<file path="src/rtl/cpu6502_buswait.sv">
// Bus wait-state controller for a 6502 core: on-chip RAM runs at zero wait states,
// one 4 KB page goes to a 4-phase slow-memory handshake, and RDY stalls the CPU meanwhile.
module cpu6502_buswait #(
  parameter logic [3:0] SLOW_PAGE = 4'hD,
  parameter logic [7:0] TIMEOUT   = 8'd200
) (
  input  logic        clk,
  input  logic        reset_n,
  input  logic [15:0] AB,
  input  logic        WE,
  input  logic [7:0]  DO,
  input  logic [7:0]  fast_rdata,
  output logic        RDY,
  output logic [7:0]  DI,
  output logic        mem_req,
  output logic        mem_we,
  output logic [15:0] mem_addr,
  output logic [7:0]  mem_wdata,
  input  logic        mem_ack,
  input  logic [7:0]  mem_rdata,
  output logic        timeout_err
);

  localparam int unsigned AW = 16;
  localparam int unsigned DW = 8;
  localparam int unsigned CW = 8;

  typedef enum logic [1:0] {IDLE, REQ, DONE} state_t;

  state_t        state, state_nxt;
  logic          slow_hit_c;
  logic          start_c, ack_c, tmo_c, cnt_inc_c;
  logic [CW-1:0] wait_cnt;
  logic [DW-1:0] slow_data;
  logic          sel_slow;

  assign slow_hit_c = (AB[AW-1:AW-4] == SLOW_PAGE);

  // State register
  always_ff @(posedge clk or negedge reset_n) begin
    if (!reset_n) state <= IDLE;
    else          state <= state_nxt;
  end

  // Next state, RDY and datapath strobes
  always_comb begin
    state_nxt = state;
    RDY       = 1'b0;
    start_c   = 1'b0;
    ack_c     = 1'b0;
    tmo_c     = 1'b0;
    cnt_inc_c = 1'b0;
    case (state)
      IDLE: begin
        RDY = !slow_hit_c;
        // A still-high ack from the previous handshake blocks a new request
        if (slow_hit_c && !mem_ack) begin
          start_c   = 1'b1;
          state_nxt = REQ;
        end
      end
      REQ: begin
        RDY = !slow_hit_c;
        if (mem_ack) begin
          ack_c     = 1'b1;
          state_nxt = DONE;
        end else if (wait_cnt == CW'(TIMEOUT - 8'd1)) begin
          tmo_c     = 1'b1;
          state_nxt = DONE;
        end else begin
          cnt_inc_c = 1'b1;
        end
      end
      DONE: begin
        RDY       = 1'b1;
        state_nxt = IDLE;
      end
      default: state_nxt = IDLE;
    endcase
  end

  // Request attributes, wait counter, captured read data and error flag
  always_ff @(posedge clk or negedge reset_n) begin
    if (!reset_n) begin
      mem_req     <= 1'b0;
      mem_we      <= 1'b0;
      mem_addr    <= '0;
      mem_wdata   <= '0;
      wait_cnt    <= '0;
      slow_data   <= '0;
      sel_slow    <= 1'b0;
      timeout_err <= 1'b0;
    end else begin
      if (RDY) sel_slow <= (state == DONE);
      if (start_c) begin
        mem_addr  <= AB;
        mem_we    <= WE;
        mem_wdata <= DO;
        mem_req   <= 1'b1;
        wait_cnt  <= '0;
      end else if (ack_c) begin
        mem_req <= 1'b0;
        if (!mem_we) slow_data <= mem_rdata;
      end else if (tmo_c) begin
        mem_req     <= 1'b0;
        timeout_err <= 1'b1;
        if (!mem_we) slow_data <= 8'hFF;
      end else if (cnt_inc_c) begin
        wait_cnt <= wait_cnt + CW'(1);
      end
    end
  end

  assign DI = sel_slow ? slow_data : fast_rdata;

endmodule

</file>
<file path="config.mk">
export PLATFORM = sky130hd
export DESIGN_NAME = cpu6502_buswait
export DESIGN_NICKNAME = d
export VERILOG_FILES = /design/src/rtl/cpu6502_buswait.sv
export SDC_FILE = /design/constraint.sdc
export NUM_CORES = 1
export LEC_CHECK = 0
export ABC_AREA = 1
export BUFFER_PORTS_ARGS = -buffer_cell sky130_fd_sc_hd__buf_2
export CORE_MARGIN = 8
export CORE_UTILIZATION = 30
export DETAILED_ROUTE_END_ITERATION = 12
export GPL_ROUTABILITY_DRIVEN = 0
export GPL_TIMING_DRIVEN = 0
export SLEW_MARGIN = 20
export SYNTH_ARGS = -nofsm -noshare
export SYNTH_HDL_FRONTEND = slang
export SYNTH_SLANG_ARGS = --single-unit
</file>
<file path="constraint.sdc">
create_clock -name clk -period 2.8 [get_ports clk]
set_input_delay 0 -clock clk [delete_from_list [all_inputs] [get_ports clk]]
set_output_delay 0 -clock clk [all_outputs]
set_load 0.03 [all_outputs]
</file>
=== After elaboration in Yosys (flattened, before gate mapping) ===
Index checks and enable logic that the tools add are counted.

* Add/sub/neg operators: 1
* Equal/unequal tests: 10
* Multiplexer cells: 27
* Bitwise gates (word level): 2
* Reductions and logical operators: 12

{| class="wikitable"
|+ Operator list
! kind !! number
|-
| $mux W8 || 9
|-
| $mux W1 || 13
|-
| $ne A2 B2 Y1 const B || 5
|-
| $add A8 B1 Y8 const B || 1
|-
| $eq A8 B8 Y1 const B || 1
|-
| $mux W2 || 3
|-
| $reduce_and A3 Y1 || 2
|-
| $eq A4 B4 Y1 const B || 1
|-
| $pmux W2 S2 || 1
|-
| $reduce_and A4 Y1 || 1
|-
| $reduce_bool A2 Y1 || 2
|-
| $ne A3 B3 Y1 const B || 1
|-
| $reduce_bool A3 Y1 || 1
|-
| $eq A2 B1 Y1 const B || 1
|-
| $eq A2 B2 Y1 const B || 1
|-
| $logic_not A1 Y1 || 2
|-
| $logic_not A2 Y1 || 1
|-
| $not A1 Y1 || 2
|-
| $pmux W1 S2 || 1
|-
| $reduce_and A2 Y1 || 1
|-
| $reduce_or A2 Y1 || 1
|-
| $logic_and A1 B1 Y1 || 1
|}

* Flip-flop bits (word level): 46
* Input port bits: 44
* Output and inout bits: 36
* Logic and storage cells: 61

=== Longest topological paths before layout ===
Gate-level depths: netlist (run 1).

* Depth in word-level cells: 8
* Mapped depth: 9
* Depth with buffers taken out: 9

=== Worst setup path before layout (run 1) ===
No wires, ideal clock.

* Kind: reg-to-reg
* From: register state[1]
* To: register sel_slow
* Library setup time: 0.164 ns
* Arrival time: 1.310 ns
* Path slack: 1.325 ns
* Cell stages (with the launch flop): 3
* Path buffers: 0
* Path through: dfrtp_1 -> o21ai_0 -> o21ai_0

* Word-level cells in the longest chain between the ends: 3
* Elaborated cells between the ends (all ways): 5

{| class="wikitable"
|+ RTL lines
! what !! line !! text
|-
| from (decl) || 30 || <nowiki>state_t state, state_nxt;</nowiki>
|-
| from (signal assigned) || 42 || <nowiki>else state <= state_nxt;</nowiki>
|-
| $eq A2 B1 Y1 / $logic_not A2 Y1 (equally long branches) || 53 || <nowiki>case (state)</nowiki>
|-
| $reduce_or A2 Y1 (no line) || -- ||
|-
| $pmux W1 S2 * || 53 ||
|-
| via RDY || 13 || <nowiki>output logic RDY,</nowiki>
|-
| to (signal assigned) || 94 || <nowiki>if (RDY) sel_slow <= (state == DONE);</nowiki>
|-
| to (decl) || 35 || <nowiki>logic sel_slow;</nowiki>
|}

The timed path passes the listed nets; every way through them passes the cells marked *.
A chain may end at the register's enable or synchronous reset.

=== Worst setup path in the final report (run 1) ===
* From: register wait_cnt[0]
* To: register wait_cnt[5]

* Word-level cells in the longest chain between the ends: 6
* Elaborated cells between the ends (all ways): 15

{| class="wikitable"
|+ RTL lines
! what !! line !! text
|-
| from (decl) || 33 || <nowiki>logic [CW-1:0] wait_cnt;</nowiki>
|-
| from (signal assigned) || 109 || <nowiki>wait_cnt <= wait_cnt + CW'(1);</nowiki>
|-
| branches (longest 6 deep; another with $add A8 B1 Y8) || -- ||
|}

Parallel ways; which one is timed is not known. The select of a mux whose other input is x is not followed.

==> impl_table.tex, run 1 <==
\begin{tabular}{lr}
\hline
Metric & Value \\
\hline
\multicolumn{2}{l}{\textbf{Clock network}} \\
\quad Hold-fix buffers, CTS & 23 \\
\quad Count of instances resized after the clock tree is built & 0 \\
\quad Total number of clock tree sinks & between 40 and 50 \\
\quad TritonCTS buffer count & 5 \\
\quad Post-CTS clock slew at the launch and capture registers of the worst setup and hold paths & $\sim$90 ps \\
\quad Root cell of the clock tree & clkbuf\_8 \\
\quad H-tree depth & 2 \\
\quad Post-CTS Setup Bufs & 0 \\
\quad Clock tree from TritonCTS & built \\
\quad Clock latency reported for the late side of the worst-skew pair & about 300 ps \\
\quad Deepest clock path buffer count & 2 \\
\multicolumn{2}{l}{\textbf{STA}} \\
\quad Slew at the pin closest to its max-slew limit & about 580 ps \\
\quad Clock tree skew after final layout & between 6 and 7 ps \\
\quad Max-Slew Margin vs Limit & 0.616 \\
\quad Min Tclk post-route & 1510 ps \\
\quad Share of the clock period used by the worst path & 0.538 \\
\quad Final setup TNS & 0 ps \\
\quad Finish-stage setup viols & 0 \\
\quad Setup repair after global routing missed its margin & no \\
\quad Number of hold violations in the final report & 0 \\
\quad FMAX & $\sim$660 MHz \\
\quad Count of pins over their slew limit & 0 \\
\quad Final worst slack & 1290 ps \\
\multicolumn{2}{l}{\textbf{Synth}} \\
\quad Fraction of the mapped netlist area in compound gates & 0.0125 \\
\quad Syn Std Cell Area & between 2000 and 2500 um2 \\
\quad XOR/XNOR share of the synthesized area & 0 \\
\quad Number of distinct standard cells referenced by the synthesized netlist & 26 \\
\quad Synthesized instance count & 263 \\
\quad Sequential area share after synthesis & 0.524 \\
\quad Simple logic cell fraction of the synthesized area & 0.405 \\
\quad Multiplexer share of the synthesized area & 0 \\
\quad Number of synthesized register bits & between 40 and 50 \\
\quad Warnings from Yosys & 0 \\
\quad Synth Net Count & about 300 \\
\quad Arithmetic-cell share of the synthesized area counting full adders, half adders and majority gates & 0.00569 \\
\quad Dominant combinational cell family by area after synthesis & simple AND/OR/NAND/NOR gates \\
\quad Avg Cell Area, Syn & between 8 and 9 um2 \\
\multicolumn{2}{l}{\textbf{Worst hold path}} \\
\quad Cell count of the worst hold path & 4 \\
\quad Hold path startpoint & mem\_rdata[0] \\
\quad Type of the worst min-delay path & input port to register \\
\quad Hold-critical path endpoint & slow\_data[0] \\
\multicolumn{2}{l}{\textbf{Setup path}} \\
\quad Beginning of the worst register-to-register path & wait\_cnt[0] \\
\quad Path type of the worst setup path & register to register \\
\quad Sort of element at the end of the critical path & register \\
\quad Slowest stage cell on the critical path & dfrtp\_1 \\
\quad R2r setup slk & roughly 1300 ps \\
\quad Setup crit start kind & register \\
\quad Arrival time at the worst endpoint & around 1700 ps \\
\quad Largest stage delay, worst path & between 400 and 500 ps \\
\quad Chain of cells forming the critical path & ha\_1 -> nand2\_2 -> clkinv\_2 -> nand2\_2 -> nor2\_2 -> nor2\_4 -> nor2\_8 -> nand2\_1 -> nand2\_1 \\
\quad Start point of the critical path & wait\_cnt[0] \\
\quad Worst r2r path cells & 9 \\
\quad Destination of the worst register-to-register timing path & wait\_cnt[5] \\
\quad Highest fanout seen on the critical path & 9 \\
\quad Endpoint required time on the critical path & around 3000 ps \\
\multicolumn{2}{l}{\textbf{Global routing}} \\
\quad Maximum number of pins on one net before global-route repair & between 40 and 50 \\
\quad Met1 GRT Util & 0.140 \\
\quad Initial antenna violation count & 0 \\
\quad Leftover overflow at the end of global routing & 0 \\
\quad Met2 Use GR & 0.199 \\
\quad Met3 demand-to-capacity share in global routing & 0.0351 \\
\quad Grt peak-use layer & met2 \\
\quad Global-route wire length before repair & 9830 um \\
\quad Total routing usage reported by global routing & 0.119 \\
\quad Via count of the first global-routing pass & around 2100 \\
\multicolumn{2}{l}{\textbf{Detailed routing}} \\
\quad Ratio of routed vias to standard cells & around 4.2 \\
\quad DRC violation count after routing & 0 \\
\quad 1st-pass router iterations & 4 \\
\quad Detailed-route wire length per cell & $\sim$12 um \\
\quad Violation count after the first detailed-routing iteration & between 150 and 200 \\
\quad Detail Route Antenna Nets & 0 \\
\quad Sum of routed wire length over all layers & between 5000 and 6000 um \\
\quad Overall via count from detail\_route & 1990 \\
\multicolumn{2}{l}{\textbf{Power and ir drop}} \\
\quad Largest vdd supply drop & 0.295 mV \\
\quad Power density relative to cell area & 618 nW/um2 \\
\quad Lkg Pwr & 1.69 nW \\
\quad Power, Total & 1.89 mW \\
\multicolumn{2}{l}{\textbf{Layout}} \\
\quad Diode insertion count for antenna repair & 0 \\
\quad Commonest non-fill, non-tap cells in the layout & 130 x nand2\_1, 79 x buf\_2, 46 x dfrtp\_1, 23 x dlygate4sd3\_1, 16 x nand3\_1 \\
\quad Synthesis-to-layout area growth & 39.4\% \\
\quad End-of-flow core utilization & 0.427 \\
\quad Cell area after layout & between 3000 and 4000 um2 \\
\quad Layout cell share with drive strength beyond 1 & 0.327 \\
\quad Commonest non-fill, non-tap cell in the layout & nand2\_1 \\
\quad Net count reported at finish & 417 \\
\quad Fillcell total & $\sim$700 \\
\multicolumn{2}{l}{\textbf{Floorplan}} \\
\quad Floorplan core area & 7180 um2 \\
\quad Initial Utilization & 0.306 \\
\quad Die Area & 10300 um2 \\
\quad Die width & $\sim$100 um \\
\quad Number of primary I/O pins & 80 \\
\quad Number of rows in the core area & 31 \\
\quad Chip height & 102 um \\
\multicolumn{2}{l}{\textbf{Placement}} \\
\quad Total placed instance area & between 2000 and 3000 um2 \\
\quad Hpwl dp & between 4000 and 5000 um \\
\quad Post-Place Setup Slack & 1300 ps \\
\quad I/O Buffers & 79 \\
\multicolumn{2}{l}{\textbf{Outcome}} \\
\quad Run status & completed \\
\multicolumn{2}{l}{\textbf{Flow run}} \\
\quad Max\_cap viols & 0 \\
\hline
\end{tabular}
==> worst max-delay path: cells and delay by family, from the launching register on <==
kind / cells / cell delay [ps]
adder cells (fa/ha/maj): 1 / 230
buffers and inverters: 1 / 70
flip-flops: 1 / 420
AND/OR/NAND/NOR: 7 / 680
==> layout make-up <==
type / instances / area (um2) / share of cell area
Buffer: 5 / 42.5 / 0.0139
Sequential cell: 46 / 1150 / 0.376
Tap cell: 99 / 124 / 0.0405
Multi-Input combinational cell: 193 / 931 / 0.304
Clock inverter: 3 / 43.8 / 0.0143
Timing Repair Buffer: 102 / 628 / 0.205
Clock buffer: 5 / 68.8 / 0.0225
Inverter: 19 / 72.6 / 0.0237
==> stage by stage <==
| stage | cells | hold WS, ps |
|---|---|---|
| after CTS | 472 | 2.64 |
| after global placement | 441 | 200 |
| after floorplan | 263 | -296 |
| after detailed placement | 441 | 203 |
| final | 472 | 10.6 |
| after global routing | 472 | 4.88 |
==> sequential cells by signal, indices dropped and copies added, names as in the netlist <==
signal,cells
mem_addr,16
mem_req,1
mem_wdata,8
mem_we,1
sel_slow,1
slow_data,8
state,2
timeout_err,1
wait_cnt,8
==> Yosys cell counts, drive strengths merged <==
cell type,count,area (um2)
nor3,1,5.00
buf,5,42.5
inv,17,63.8
nor2,15,125
ha,1,12.5
dfrtp,46,1150
or2,11,68.8
nand4,6,43.8
nand2,136,541
o21ai,4,20.0
o21bai,1,7.51
nand3,18,108
clkinv,2,8.75
==> power by group <==
group	switching [mW]	leakage (nW)	internal, mW	total, mW
clock network	0.236	0.0585	0.268	0.503
logic	0.341	1.06	0.176	0.517
registers	0.0768	0.573	0.794	0.871
total	0.653	1.69	1.24	1.89
==> how the worst max path moves through the flow <==
| stage | to |
|---|---|
| after CTS | wait_cnt[5] |
| after global routing | DI[5] |
| final | wait_cnt[5] |
| after global placement | wait_cnt[7] |
| after floorplan | sel_slow |
| after detailed placement | wait_cnt[1] |
==> metal layers <==
layer,vias to the layer above,wire length [um]
li1,1029,-
met1,904,2490
met2,50,2720
met3,7,357
met4,0,97
met5,-,0
==> kinds of logic (layout without fill, tap and decap cells) <==
| logic type | count (synthesis) | after routing |
|---|---|---|
| AND/OR/NAND/NOR | 187 | 187 |
| flip-flops | 46 | 46 |
| buffers and inverters | 24 | 134 |
| AO/OA/AOI/OAI | 5 | 5 |
| adder cells (fa/ha/maj) | 1 | 1 |
(Power assumes the default switching activity.)
==> inputs of run 2 (changes only) <==
- ABC_AREA: 1 -> 0
- clock period: 2.8 -> 1.4 ns (I/O delays scaled with it)
==> run 2 against run 1 <==
  * Combinational power up 110%
  * Critical path depth down 4
  * Hold slack better by 150 ps
  * Maximum frequency up 2.1%
  * Register-to-register slack worse by 1400 ps
  * The run now ends with negative setup slack left
  * Critical path type unchanged
==> impl_table.tex, run 2 <==
\begin{tabular}{lr}
\hline
Metric & Value \\
\hline
\multicolumn{2}{l}{\textbf{Detailed routing}} \\
\quad DRC violation count after routing & 0 (unchanged) \\
\quad Detail Route Antenna Nets & 0 (unchanged) \\
\quad Detailed-route wire length per cell & 14.3 um (+19\%) \\
\quad Violation count after the first detailed-routing iteration & 66 (-57\%) \\
\quad 1st-pass router iterations & 6 (+2) \\
\quad Ratio of routed vias to standard cells & 4.52 (+7.3\%) \\
\quad Sum of routed wire length over all layers & 5670 um (about the same) \\
\quad Overall via count from detail\_route & 1791 (-10\%) \\
\multicolumn{2}{l}{\textbf{Synth}} \\
\quad Synthesized instance count & 188 (-29\%) \\
\quad Most common library cells after synthesis & 66 x nand2\_1, 46 x dfrtp\_1, 10 x nor2\_1, 8 x mux2\_2, 8 x o22a\_1 \\
\quad Most common cell in the netlist & nand2\_1 \\
\quad Largest cells by area after synthesis & dfrtp\_1 58\%, nand2\_1 13\%, mux2\_2 4.6\%, o22a\_1 3.5\%, nor2\_1 1.9\% \\
\quad Sequential area share after synthesis & 0.583 (+0.0587) \\
\quad Most area-hungry cell type in the Yosys netlist & dfrtp\_1 \\
\quad Number of synthesized register bits & 46 (unchanged) \\
\quad Number of enable-type register cells in the synthesized netlist & 0 (unchanged) \\
\quad Syn Std Cell Area & 1980 um2 (-10\%) \\
\quad Number of distinct standard cells referenced by the synthesized netlist & 34 (+31\%) \\
\quad Warnings from Yosys & 0 (unchanged) \\
\quad Synth Net Count & 233 (-24\%) \\
\quad Avg Cell Area, Syn & 10.5 um2 (+26\%) \\
\quad FFs w/ async S/R, synth & 1.00 (unchanged) \\
\quad Area share of the largest cell type after synthesis & 0.583 (+0.0587) \\
\quad Synth Flop Type & dfrtp\_1 \\
\multicolumn{2}{l}{\textbf{Global routing}} \\
\quad Via count of the first global-routing pass & 2024 (-4.6\%) \\
\quad Global-route wire length before repair & 9780 um (-0.49\%) \\
\quad Total routing usage reported by global routing & 0.123 (+0.00423) \\
\quad Leftover overflow at the end of global routing & 0 (unchanged) \\
\quad Maximum number of pins on one net before global-route repair & 47 (unchanged) \\
\quad Initial antenna violation count & 0 (unchanged) \\
\multicolumn{2}{l}{\textbf{Floorplan}} \\
\quad Number of rows in the core area & 29 (-6.5\%) \\
\quad Die Area & 9440 um2 (-8.5\%) \\
\quad Initial Utilization & 0.311 (+0.00494) \\
\quad Die width & 97.2 um (-4.4\%) \\
\quad Chip height & 97.2 um (-4.4\%) \\
\quad Floorplan core area & 6350 um2 (-12\%) \\
\quad Number of primary I/O pins & 80 (unchanged) \\
\multicolumn{2}{l}{\textbf{STA}} \\
\quad Max-Slew Margin vs Limit & 0.611 (-0.00448) \\
\quad Finish-stage setup viols & 27 (+27) \\
\quad Count of pins over their slew limit & 0 (unchanged) \\
\quad Setup repair after global routing missed its margin & yes \\
\quad Clock tree skew after final layout & 6.01 ps (-0.450 ps) \\
\quad Number of hold violations in the final report & 0 (unchanged) \\
\quad Share of the clock period used by the worst path & 1.05 (+0.515) \\
\quad Final worst slack & -73.8 ps (-1370 ps) \\
\quad FMAX & 679 MHz (+2.1\%) \\
\quad Slew at the pin closest to its max-slew limit & 583 ps (+6.72 ps) \\
\quad Min Tclk post-route & 1470 ps (-31.3 ps) \\
\multicolumn{2}{l}{\textbf{Power and ir drop}} \\
\quad Power density relative to cell area & 1160 nW/um2 (+88\%) \\
\quad Switching power total & 1.23 mW (+89\%) \\
\quad P\_int & 2.35 mW (+90\%) \\
\quad Proportion of power drawn by combinational gates & 0.300 (+0.027) \\
\quad Flop pwr share & 0.483 (+0.022) \\
\quad Lkg Pwr & 1.53 nW (-9.2\%) \\
\quad Switching portion of total power & 0.344 (-0.000920) \\
\quad Power, Total & 3.58 mW (+89\%) \\
\quad Clock power share & 0.217 (-0.049) \\
\quad Largest vdd supply drop & 0.607 mV (+110\%) \\
\multicolumn{2}{l}{\textbf{Clock network}} \\
\quad Deepest clock path buffer count & 2 (unchanged) \\
\quad H-tree depth & 2 (unchanged) \\
\quad Root cell of the clock tree & clkbuf\_8 \\
\quad Clock tree from TritonCTS & built \\
\quad Post-CTS clock slew at the launch and capture registers of the worst setup and hold paths & 80 ps (about the same) \\
\quad TritonCTS buffer count & 5 (unchanged) \\
\quad Clock latency reported for the late side of the worst-skew pair & 290 ps (about the same) \\
\quad Total number of clock tree sinks & 46 (unchanged) \\
\multicolumn{2}{l}{\textbf{Placement}} \\
\quad Hpwl dp & 3740 um (-7.3\%) \\
\quad I/O Buffers & 79 (unchanged) \\
\multicolumn{2}{l}{\textbf{Layout}} \\
\quad Net count reported at finish & 364 (-13\%) \\
\quad Commonest non-fill, non-tap cells in the layout & 77 x buf\_2, 65 x nand2\_1, 42 x dfrtp\_1, 30 x dlygate4sd3\_1, 15 x buf\_4 \\
\quad Layout cell share with drive strength beyond 1 & 0.429 (+0.102) \\
\quad Register ranked first by flip-flop count & mem\_addr \\
\quad Max FFs per register & 16 (unchanged) \\
\quad Commonest non-fill, non-tap cell in the layout & buf\_2 \\
\quad End-of-flow core utilization & 0.485 (+0.0582) \\
\quad Diode insertion count for antenna repair & 0 (unchanged) \\
\quad Synthesis-to-layout area growth & 55.9\% \\
\multicolumn{2}{l}{\textbf{Setup path}} \\
\quad Highest fanout seen on the critical path & 10 (+1) \\
\quad Setup crit start kind & register \\
\quad Arrival time at the worst endpoint & 1650 ps (-50 ps) \\
\quad Path type of the worst setup path & register to register \\
\quad Endpoint required time on the critical path & 1570 ps (-1430 ps) \\
\quad Sort of element at the end of the critical path & register \\
\multicolumn{2}{l}{\textbf{Outcome}} \\
\quad Violated checks & negative setup slack \\
\quad Run status & complete, but fails checks \\
\multicolumn{2}{l}{\textbf{Worst hold path}} \\
\quad Type of the worst min-delay path & input port to register \\
\multicolumn{2}{l}{\textbf{Flow run}} \\
\quad Max\_cap viols & 0 (unchanged) \\
\hline
\end{tabular}
-- run 2: metal layers --
| metal | vias to the layer above | track usage | part of all wire |
|---|---|---|---|
| li1 | 887 | - | - |
| met1 | 848 | 0.138 | 0.43 |
| met2 | 50 | 0.217 | 0.49 |
| met3 | 6 | 0.0427 | 0.067 |
| met4 | 0 | 0.0320 | 0.011 |
| met5 | - | 0 | 0 |
-- run 2: what timing repair did --
item | CTS | global route
endpoints found under the setup margin | 47 | 41
buffers inserted | 15 | 1
resized for setup | 14 | 12
cloned | 0 | 0
hold endpoints to repair | 75 | 0
hold buffers | 30 | 0
pin swaps | 16 | 3
-- run 2: critical path: stages (launching register included) --
cell and delay, ps:
dfrtp_1 380, buf_6 140, or4_4 520, buf_6 170
o211ai_2 60, o31ai_1 80
-- run 2: worst paths after layout --
| kind | cells after the start | from | endpoint | slack (ps) |
|---|---|---|---|---|
| min reg2reg | 1 | mem_addr[15] | mem_addr[15] | 470 |
| min in group asynchronous | 2 | reset_n | mem_wdata[1] | 240 |
| min | 5 | AB[12] | sel_slow | 160 |
| max in group asynchronous | 2 | reset_n | sel_slow | 730 |
| max reg2reg | 5 | state[1] | wait_cnt[2] | -70 |
| max | 5 | state[1] | wait_cnt[2] | -70 |
-- run 2: cells by family (layout without fill, tap and decap cells) --
group,count (synthesis),in the layout,synth area share
xor gates and xnor gates,3,3,0.0133
adders and majority gates,1,1,0.00633
DFF,46,46,0.583
muxes,8,8,0.0456
buffers and inverters,12,143,0.0304
AOI/OAI and AO/OA,21,21,0.0855
and+or+nand+nor,97,97,0.236
-- run 2: per-stage QoR --
step	hold slack (ps)	setup slack, ps	instance area (um2)	cells	TNS (ps)
2_1_floorplan	-296	0.838	2000	188	0
3_3_place_gp	189	-168	2490	344	-4740
3_5_place_dp	194	-211	2490	344	-5760
4_1_cts	144	-57.3	3030	395	-1160
5_1_grt	187	-130	3080	396	-2850
6_report	157	-73.8	3080	396	-796
-- run 2: layout make-up --
class	instances	area (um2)
fill	586	3270
buffer	7	78.8
clock buffer	6	72.6
clock inverter	1	7.51
sequential	46	1160
inverter	4	15.0
timing repair buffer	125	832
tap	77	96.3
multi-input combinational	130	821
-- run 2: power groups by stage --
stage / clock [mW] / sequential [mW] / combinational, mW
floorplan: 0 / 2.04 / 0.299
global placement: 0 / 1.74 / 0.917
detailed placement: 0 / 1.75 / 0.945
CTS: 0.825 / 1.73 / 1.08
global route: 0.849 / 1.77 / 1.18
finish: 0.777 / 1.73 / 1.07
